<file path="src/rtl/fetch_stage.sv">
// Generic N-bit two-operand adder, wrap-around on overflow.
// Latency: combinational.
// Backpressure: none.
module adder #(
    parameter int N = 32
) (
    input  logic [N-1:0] i_a,
    input  logic [N-1:0] i_b,
    output logic [N-1:0] o_sum
);
    assign o_sum = i_a + i_b;
endmodule

// Instruction fetch: owns the PC, drives the imem handshake, loads the IF/ID register.
// Latency: fetched word appears on o_ifid_* one edge after the accepting cycle.
// Backpressure: imem wait states hold req/addr stable; i_stall holds PC and IF/ID.
module fetch_stage #(
    parameter int                    DATA_WIDTH = 32,
    parameter logic [DATA_WIDTH-1:0] RESET_PC   = '0
) (
    input  logic                  i_clk,
    input  logic                  i_rst_n,
    input  logic                  i_stall,
    input  logic                  i_flush,
    input  logic                  i_redirect,
    input  logic [DATA_WIDTH-1:0] i_redirect_pc,
    output logic                  o_imem_req,
    output logic [DATA_WIDTH-1:0] o_imem_addr,
    input  logic                  i_imem_ready,
    input  logic [DATA_WIDTH-1:0] i_imem_rdata,
    output logic                  o_ifid_valid,
    output logic [DATA_WIDTH-1:0] o_ifid_pc,
    output logic [DATA_WIDTH-1:0] o_ifid_pc_plus4,
    output logic [DATA_WIDTH-1:0] o_ifid_instr
);
    typedef enum logic [1:0] {S_IDLE, S_RUN, S_KILL} state_t;

    typedef struct packed {
        logic                  valid;
        logic [DATA_WIDTH-1:0] pc;
        logic [DATA_WIDTH-1:0] pc_plus4;
        logic [DATA_WIDTH-1:0] instr;
    } ifid_t;

    localparam logic [DATA_WIDTH-1:0] PC_STEP  = DATA_WIDTH'(4);
    localparam logic [DATA_WIDTH-1:0] ALIGN_MK = ~DATA_WIDTH'(3);

    state_t                state_q, state_d;
    logic [DATA_WIDTH-1:0] pc_q, pc_d;
    logic [DATA_WIDTH-1:0] pending_q, pending_d;
    ifid_t                 ifid_q, ifid_d;

    logic [DATA_WIDTH-1:0] pc_plus4;
    logic [DATA_WIDTH-1:0] redirect_tgt;
    logic                  accept;

    adder #(.N(DATA_WIDTH)) u_pc_adder (
        .i_a   (pc_q),
        .i_b   (PC_STEP),
        .o_sum (pc_plus4)
    );

    assign redirect_tgt = i_redirect_pc & ALIGN_MK;

    // Request depends on state only, so it is stable across memory wait states.
    assign o_imem_req  = (state_q != S_IDLE);
    assign o_imem_addr = pc_q;
    assign accept      = o_imem_req && i_imem_ready;

    always_comb begin
        state_d   = state_q;
        pc_d      = pc_q;
        pending_d = pending_q;
        ifid_d    = ifid_q;

        case (state_q)
            S_IDLE: begin
                state_d = S_RUN;
            end
            S_RUN: begin
                if (accept) begin
                    if (i_redirect) begin
                        pc_d         = redirect_tgt;
                        ifid_d.valid = 1'b0;
                    end else if (!i_stall) begin
                        pc_d   = pc_plus4;
                        ifid_d = '{valid: 1'b1, pc: pc_q, pc_plus4: pc_plus4,
                                   instr: i_imem_rdata};
                    end
                end else begin
                    if (i_redirect) begin
                        pending_d = redirect_tgt;
                        state_d   = S_KILL;
                    end
                    if (!i_stall) begin
                        ifid_d.valid = 1'b0;
                    end
                end
            end
            S_KILL: begin
                // The in-flight word belongs to the wrong path; newest redirect wins.
                if (i_redirect) begin
                    pending_d = redirect_tgt;
                end
                if (accept) begin
                    pc_d    = i_redirect ? redirect_tgt : pending_q;
                    state_d = S_RUN;
                end
                if (!i_stall) begin
                    ifid_d.valid = 1'b0;
                end
            end
            default: begin
                state_d = S_IDLE;
            end
        endcase

        if (i_flush) begin
            ifid_d.valid = 1'b0;
        end
    end

    always_ff @(posedge i_clk or negedge i_rst_n) begin
        if (!i_rst_n) begin
            state_q   <= S_IDLE;
            pc_q      <= RESET_PC;
            pending_q <= '0;
            ifid_q    <= '0;
        end else begin
            state_q   <= state_d;
            pc_q      <= pc_d;
            pending_q <= pending_d;
            ifid_q    <= ifid_d;
        end
    end

    assign o_ifid_valid    = ifid_q.valid;
    assign o_ifid_pc       = ifid_q.pc;
    assign o_ifid_pc_plus4 = ifid_q.pc_plus4;
    assign o_ifid_instr    = ifid_q.instr;
endmodule

</file>
<file path="config.mk">
export PLATFORM = sky130hd
export DESIGN_NAME = fetch_stage
export DESIGN_NICKNAME = d
export VERILOG_FILES = /design/src/rtl/fetch_stage.sv
export SDC_FILE = /design/constraint.sdc
export NUM_CORES = 1
export LEC_CHECK = 0
export ABC_AREA = 1
export BUFFER_PORTS_ARGS = -buffer_cell sky130_fd_sc_hd__buf_2
export CORE_UTILIZATION = 46
export DETAILED_ROUTE_END_ITERATION = 6
export PLACE_DENSITY = 0.74
export SLEW_MARGIN = 5
export SYNTH_ARGS = -nofsm -noshare
export SYNTH_HDL_FRONTEND = slang
export SYNTH_SLANG_ARGS = --single-unit
export TNS_END_PERCENT = 50
</file>
<file path="constraint.sdc">
create_clock -name i_clk -period 2.48 [get_ports i_clk]
set_clock_uncertainty 0.05 [all_clocks]
set_input_delay 0.744 -clock i_clk [delete_from_list [all_inputs] [get_ports i_clk]]
set_output_delay 0.744 -clock i_clk [all_outputs]
set_load 0.05 [all_outputs]
</file>
==> results of run 1 <==
power groups by stage:
stage               clock, mW  sequential (mW)  combinational (mW)
floorplan                   0             7.88                2.44
global placement            0             4.68                7.53
detailed placement          0             4.73                7.63
CTS                      2.58             4.69                7.68
global route             2.68             4.85                8.28
finish                   2.56             4.70                7.64
layout by cell type (no fill, tap or decap), drive strengths merged:
| cell | instances |
|---|---|
| nand4 | 2 |
| inv | 64 |
| buf | 214 |
| o31ai | 3 |
| a22oi | 6 |
| clkinv | 5 |
| o21ai | 81 |
| nand2 | 386 |
| dfrtp | 161 |
| a21oi | 24 |
| a31oi | 8 |
| nor2 | 97 |
| o22ai | 3 |
| ha | 5 |
| xor2 | 15 |
| o311ai | 1 |
| a211oi | 10 |
| nand3 | 26 |
| nand3b | 1 |
| clkbuf | 23 |
| bufinv | 1 |
| clkinvlp | 4 |
| and2 | 4 |
logic make-up after synthesis:
family / after synthesis / synth area share [%]
AOI/OAI and AO/OA: 136 / 9.91
xor gates and xnor gates: 15 / 2.23
adders and majority gates: 5 / 0.828
buffers and inverters: 108 / 6.09
DFF: 161 / 53.3
and+or+nand+nor: 516 / 27.6
flip-flops by register name, summed over array words and instances, names as in the netlist:
| name | flops |
|---|---|
| o_ifid_instr | 32 |
| o_ifid_pc | 32 |
| o_ifid_pc_plus4 | 30 |
| o_ifid_valid | 1 |
| o_imem_addr | 32 |
| pending_q | 32 |
| state_q | 2 |
final cells by class:
class	instances	area [sq um]
Fill cell	1489	6580
Sequential cell	161	4030
Multi-Input combinational cell	672	3070
Timing Repair Buffer	214	1170
Clock buffer	23	498
Tap cell	216	270
Inverter	66	248
Clock inverter	8	78.8
layer usage:
layer	GRT usage (%)	vias to the layer above	part of all wire, %
li1	-	3339	-
met4	7.80	0	1.4
met3	5.13	24	6.5
met1	34.6	3179	46
met2	39.7	220	46
met5	0	-	0
per-stage QoR:
step,util [%],setup slack [ns]
2_1_floorplan,-,0.512
3_3_place_gp,55.1,0.303
3_5_place_dp,55.1,0.298
4_1_cts,58.7,0.164
5_1_grt,58.7,0.0361
6_report,58.7,0.178
worst max-delay path, stage by stage (launching register included):
cell     delay [ns]
dfrtp_1        0.40
inv_1          0.08
ha_1           0.21
inv_1          0.11
buf_2          0.28
final timing paths:
check	startpoint	slack, ns	end
worst max register to register	state_q[0]	0.32	o_imem_addr[5]
min in group i_clk	o_ifid_instr[1]	0.42	o_ifid_instr[1]
worst max-delay path	state_q[0]	0.18	o_imem_req
max in group asynchronous	i_rst_n	1.60	o_ifid_instr[30]
worst min register to register	o_ifid_instr[1]	0.42	o_ifid_instr[1]
worst min-delay path	i_rst_n	0.12	o_ifid_pc[20]
==> metrics.txt, run 1 <==
# TYPE chip_impl_metric gauge
chip_impl_metric{name="path_clk_slew",unit="ns"} 0.06
chip_impl_info{name="ys_top_cells_by_area",value="dfrtp_1 (53%), nand2_1 (19%), o21ai_0 (4.9%), nor2_1 (4.2%), inv_1 (2.9%)"} 1
chip_impl_metric{name="clock_tree.htree_level_count",unit=""} 4
chip_impl_metric{name="dr_total_vias",unit=""} 6762
chip_impl_metric{name="relSlewSlack",unit="%"} 66.1
chip_impl_info{name="worst-setup-path-type",value="register to output port"} 1
chip_impl_metric{name="timing.setup.tns",unit="ns"} 0
chip_impl_metric{name="power.sequential.fraction",unit="%"} 31.5
chip_impl_metric{name="finalHoldViolations",unit=""} 0
chip_impl_metric{name="drt_first_pass_iters",unit=""} 5
chip_impl_metric{name="groute.usage.overall",unit="%"} 25.1
chip_impl_metric{name="p_int",unit="mW"} 7.09
chip_impl_metric{name="grt_first_pass_wirelength",unit="microns"} 31900
chip_impl_info{name="outcome",value="finished, final reports clean"} 1
chip_impl_metric{name="power.combinational.fraction",unit="%"} 51.3
chip_impl_metric{name="initial_core_util",unit="%"} 47.4
chip_impl_metric{name="clock_latency",unit="ns"} 0.43
chip_impl_metric{name="synthesized_netlist_cell_count",unit=""} 941
chip_impl_info{name="cts_tree",value="built"} 1
chip_impl_metric{name="timing.final.crit_period",unit="ns"} 2.30
chip_impl_metric{name="final_min_period_over_clock_period",unit="%"} 92.8
chip_impl_metric{name="post_route_cells_drive_above_1_share",unit="%"} 24.1
chip_impl_metric{name="power.density",unit="mW/mm^2"} 1590
chip_impl_info{name="worst_hold_path_type",value="input port to async pin"} 1
chip_impl_metric{name="routed_via_density",unit=""} 4.97
chip_impl_metric{name="tightestPinTransition",unit="ns"} 0.508
chip_impl_metric{name="worst_ir_drop_on_vdd",unit="mV"} 0.650
chip_impl_metric{name="core_rows",unit=""} 46
chip_impl_metric{name="detailedPlacementHpwl",unit="microns"} 15100
chip_impl_metric{name="net-switching-power",unit="mW"} 7.81
chip_impl_metric{name="wirelength",unit="microns"} 20600
chip_impl_metric{name="area.growth.synth_to_final",unit="%"} 23.9
chip_impl_metric{name="design_power_total",unit="mW"} 14.9
chip_impl_metric{name="ctsResizeCount",unit=""} 0
chip_impl_info{name="yosys-top-cells-count",value="nand2_1 (378), dfrtp_1 (161), nor2_1 (84)"} 1
chip_impl_metric{name="die_width",unit="microns"} 130
chip_impl_metric{name="post-synth-top-area-fraction",unit="%"} 53.3
chip_impl_metric{name="initial_antenna_violation_count",unit=""} 0
chip_impl_metric{name="stdcell_count",unit=""} 1360
chip_impl_metric{name="clock_power_share",unit="%"} 17.2
chip_impl_metric{name="layout.cell_area.non_filler",unit="sq mm"} 0.00936
chip_impl_metric{name="placement_cell_area",unit="sq mm"} 0.00879
chip_impl_metric{name="synthDistinctLibCells",unit=""} 32
chip_impl_metric{name="place_inst",unit=""} 1329
chip_impl_metric{name="grt_max_degree",unit=""} 63
chip_impl_metric{name="drt-wirelength-per-cell",unit="microns"} 15.1
chip_impl_info{name="rsz0062_at_grt",value="no"} 1
chip_impl_metric{name="die_y",unit="microns"} 130
chip_impl_metric{name="critPathArrivalTime",unit="ns"} 1.51
chip_impl_metric{name="coreArea",unit="sq mm"} 0.0159
chip_impl_metric{name="reg2reg_depth",unit=""} 9
chip_impl_metric{name="cts_num_sinks",unit=""} 161
chip_impl_metric{name="mappedNetlistArea",unit="sq mm"} 0.00756
chip_impl_metric{name="worstPathMaxFanout",unit=""} 4
chip_impl_metric{name="synth_enable_flop_cells",unit=""} 0
chip_impl_metric{name="drt_iter0_markers",unit=""} 501
chip_impl_metric{name="gp_congestion",unit=""} 0.867
chip_impl_info{name="setup.worst_path.start_class",value="register"} 1
chip_impl_metric{name="placement.io_buffers",unit=""} 197
chip_impl_metric{name="drv_cap",unit=""} 0
chip_impl_info{name="yosysMostFrequentCell",value="nand2_1"} 1
chip_impl_info{name="worst_setup_path_end_kind",value="output port"} 1
chip_impl_metric{name="floorplan.die_area",unit="sq mm"} 0.0170
chip_impl_info{name="most_instantiated_flip_flop_cell_in_the_synthesis_netlist",value="dfrtp_1"} 1
chip_impl_metric{name="critical_path_required",unit="ns"} 1.69
chip_impl_metric{name="whs",unit="ns"} 0.116
chip_impl_info{name="clockRootBuffer",value="clkbuf_16"} 1
chip_impl_metric{name="fmax",unit="GHz"} 0.434
chip_impl_metric{name="overflow",unit=""} 0
chip_impl_metric{name="setup_violations",unit=""} 0
chip_impl_metric{name="synth_nets",unit=""} 1016
chip_impl_metric{name="timing_max_transition_violations_final",unit=""} 0
chip_impl_metric{name="ant_nets",unit=""} 0
chip_impl_metric{name="cts-root-to-sink-buffers",unit=""} 2
chip_impl_metric{name="antenna_cells_inserted",unit=""} 0
chip_impl_metric{name="fraction_of_registers_with_async_set_or_reset_after_synthesis",unit="%"} 100
chip_impl_metric{name="postCtsHoldBufs",unit=""} 0
chip_impl_metric{name="route.detailed.drc",unit=""} 0
chip_impl_info{name="post-synth-top-area-cell",value="dfrtp_1"} 1
chip_impl_metric{name="static-leakage-power",unit="nW"} 5.07
chip_impl_metric{name="yosysWarnings",unit=""} 0
chip_impl_metric{name="design.final.nets",unit=""} 1207
chip_impl_metric{name="synth_sequential_area_ratio",unit="%"} 53.3
chip_impl_metric{name="cts_buffers",unit=""} 17
chip_impl_metric{name="netSwitchingFraction",unit="%"} 52.4
chip_impl_metric{name="grt_pass1_vias",unit=""} 6165
chip_impl_metric{name="post_synthesis_register_bit_count",unit=""} 161
chip_impl_metric{name="postCtsSetupBuffers",unit=""} 0
chip_impl_metric{name="avgSynthCellArea",unit="sq um"} 8.03
chip_impl_metric{name="io-pin-count",unit=""} 200
(Power assumes the default switching activity.)
==> run 2: changes to the inputs <==
- BUFFER_PORTS_ARGS: -buffer_cell sky130_fd_sc_hd__buf_2 -> default
- DONT_BUFFER_PORTS: default -> 1
- PLACE_DENSITY: 0.74 -> 0.64
==> run 2 against run 1 <==
Effect of this change: the flow now finishes with violations (hold timing); clock power barely moved; sequential power is 55% higher; hold slack got worse by 0.15 ns; non-clock buffer count shrank 174; final area fell by 9.0%; critical path type unchanged; largest cell class unchanged.
==> metrics.txt, run 2 (synthesis results as in run 1) <==
# TYPE chip_impl_metric gauge
chip_impl_metric{name="power.density",unit="mW/mm^2"} 1660
chip_impl_metric{name="initial_antenna_violation_count",unit=""} 0
chip_impl_metric{name="critPathArrivalTime",unit="ns"} 1.43
chip_impl_metric{name="finalHoldViolations",unit=""} 40
chip_impl_metric{name="worst_ir_drop_on_vdd",unit="mV"} 0.609
chip_impl_info{name="path_common_cell",value="inv_1"} 1
chip_impl_metric{name="ant_nets",unit=""} 0
chip_impl_metric{name="die_y",unit="microns"} 130
chip_impl_metric{name="antenna_cells_inserted",unit=""} 0
chip_impl_metric{name="cts_num_sinks",unit=""} 161
chip_impl_metric{name="core_rows",unit=""} 46
chip_impl_info{name="clockRootBuffer",value="clkbuf_16"} 1
chip_impl_metric{name="die_width",unit="microns"} 130
chip_impl_metric{name="gp_congestion",unit=""} 0.820
chip_impl_info{name="critical-path-slowest-cell",value="dfrtp_1"} 1
chip_impl_metric{name="overflow",unit=""} 0
chip_impl_metric{name="design.final.nets",unit=""} 1033
chip_impl_metric{name="timing_max_transition_violations_final",unit=""} 0
chip_impl_metric{name="path_clk_slew",unit="ns"} 0.06
chip_impl_metric{name="drt-wirelength-per-cell",unit="microns"} 16.5
chip_impl_metric{name="whs",unit="ns"} -0.0325
chip_impl_metric{name="tightestPinTransition",unit="ns"} 0.641
chip_impl_metric{name="routed_via_density",unit=""} 5.04
chip_impl_metric{name="wirelength",unit="microns"} 19500
chip_impl_metric{name="relSlewSlack",unit="%"} 57.3
chip_impl_metric{name="grt_max_degree",unit=""} 162
chip_impl_metric{name="coreArea",unit="sq mm"} 0.0159
chip_impl_metric{name="detailedPlacementHpwl",unit="microns"} 13900
chip_impl_metric{name="area.growth.synth_to_final",unit="%"} 12.7
chip_impl_metric{name="io-pin-count",unit=""} 200
chip_impl_metric{name="clock_tree.htree_level_count",unit=""} 4
chip_impl_metric{name="postCtsSetupBuffers",unit=""} 0
chip_impl_metric{name="drt_first_pass_iters",unit=""} 4
chip_impl_metric{name="groute.usage.overall",unit="%"} 24.0
chip_impl_metric{name="drt_iter0_markers",unit=""} 453
chip_impl_metric{name="placement.io_buffers",unit=""} 0
chip_impl_metric{name="timing.setup.tns",unit="ns"} 0
chip_impl_metric{name="route.detailed.drc",unit=""} 0
chip_impl_metric{name="cts-root-to-sink-buffers",unit=""} 2
chip_impl_metric{name="timing.final.crit_period",unit="ns"} 2.23
chip_impl_metric{name="floorplan.die_area",unit="sq mm"} 0.0170
chip_impl_metric{name="grt_pass1_vias",unit=""} 5727
chip_impl_info{name="outcome",value="finished, violations left"} 1
chip_impl_metric{name="clock_latency",unit="ns"} 0.43
chip_impl_info{name="cts_tree",value="built"} 1
chip_impl_metric{name="ctsResizeCount",unit=""} 0
chip_impl_info{name="worst_setup_path_end_kind",value="output port"} 1
chip_impl_metric{name="crit_path_max_incr_delay",unit="ns"} 0.39
chip_impl_metric{name="grt_first_pass_wirelength",unit="microns"} 30400
chip_impl_info{name="mostFrequentLayoutCells",value="nand2_1 (378), dfrtp_1 (161), nor2_1 (84), o21ai_0 (74), inv_1 (59)"} 1
chip_impl_metric{name="drv_cap",unit=""} 0
chip_impl_metric{name="initial_core_util",unit="%"} 47.4
chip_impl_metric{name="dr_total_vias",unit=""} 5979
chip_impl_metric{name="nFillCells",unit=""} 1539
chip_impl_metric{name="setup_violations",unit=""} 0
chip_impl_metric{name="final_min_period_over_clock_period",unit="%"} 89.7
chip_impl_metric{name="critical_path_required",unit="ns"} 1.69
chip_impl_info{name="rsz0062_at_grt",value="no"} 1
chip_impl_info{name="startpoint_of_the_most_critical_register_to_register_path",value="state_q[0]"} 1
chip_impl_info{name="critical_path.startpoint",value="state_q[0]"} 1
chip_impl_metric{name="worstPathMaxFanout",unit=""} 4
chip_impl_metric{name="static-leakage-power",unit="nW"} 4.32
chip_impl_metric{name="cp.buffers_inverters",unit=""} 3
chip_impl_metric{name="place_inst",unit=""} 1155
chip_impl_info{name="final_common_cell",value="nand2_1"} 1
chip_impl_info{name="path_delay_family",value="buffers and inverters"} 1
chip_impl_info{name="failed_checks",value="hold timing"} 1
chip_impl_info{name="worst-setup-path-type",value="register to output port"} 1
chip_impl_metric{name="cts_buffers",unit=""} 17
chip_impl_metric{name="fmax",unit="GHz"} 0.449
chip_impl_info{name="worst_hold_path_type",value="input port to async pin"} 1
chip_impl_metric{name="post_route_cells_drive_above_1_share",unit="%"} 10.2
chip_impl_info{name="crit_path_cell_trace",value="inv_1 > ha_1 > inv_1 > buf_4"} 1
chip_impl_metric{name="stdcell_count",unit=""} 1187
chip_impl_info{name="setup.worst_path.start_class",value="register"} 1
run 2: changes by cell type in the layout (fill, tap and decap cells not counted), sizes merged:
cell / before / now
buf: 214 / 40
bufinv: 1 / 2
run 2: worst paths after layout:
path / slack [ns] / to / cells after the start
min: -0.03 / o_ifid_instr[2] / 0
min in group i_clk: 0.38 / o_ifid_instr[19] / 2
max: 0.25 / o_imem_req / 4
max reg2reg: 0.33 / o_imem_addr[30] / 9
min reg2reg: 0.44 / pending_q[0] / 2
max in group asynchronous: 2.02 / o_imem_addr[10] / 0
run 2: layout make-up:
type / count / area (sq um) / share of cell area, %
clock buffers: 23 / 458 / 5.37
flip-flops and latches: 161 / 4030 / 47.3
inverters: 66 / 248 / 2.91
well taps: 216 / 270 / 3.17
multi-input cells: 672 / 3070 / 36.0
repair buffers: 40 / 338 / 3.96
clock inverters: 9 / 109 / 1.28
run 2: routing by layer:
metal  up-vias  wire, microns  GRT usage [%]
li1       2997              -              -
met1      2782           8780           31.9
met2       189           8710           36.8
met3        11           1900           9.10
met4         0            140           6.09
met5         -              0              0
run 2: worst reg2reg max path, delay by kind of cell (launching register included):
family | cells | cell delay [ns]
AO/OA/AOI/OAI | 1 | 0.14
AND/OR/NAND/NOR | 4 | 0.51
buffers and inverters | 3 | 0.64
flip-flops | 1 | 0.41
adder cells (fa/ha/maj) | 1 | 0.32
run 2: power breakdown:
group	internal, mW	switching (mW)
clock	1.51	1.04
combinational	1.36	2.98
sequential	3.77	3.51
total	6.63	7.53
run 2: metrics by stage:
stage / hold slack [ns] / instance area (sq um) / total power [mW] / worst slack [ns] / util [%]
floorplan: 0.398 / 7560 / 10.3 / 0.512 / -
global placement: 0.401 / 7960 / 11.6 / 0.390 / 49.9
detailed placement: 0.401 / 7960 / 11.7 / 0.338 / 49.9
CTS: -0.0527 / 8520 / 14.3 / 0.240 / 53.5
global route: -0.0550 / 8520 / 15.1 / 0.0780 / 53.5
finish: -0.0325 / 8520 / 14.2 / 0.255 / 53.5
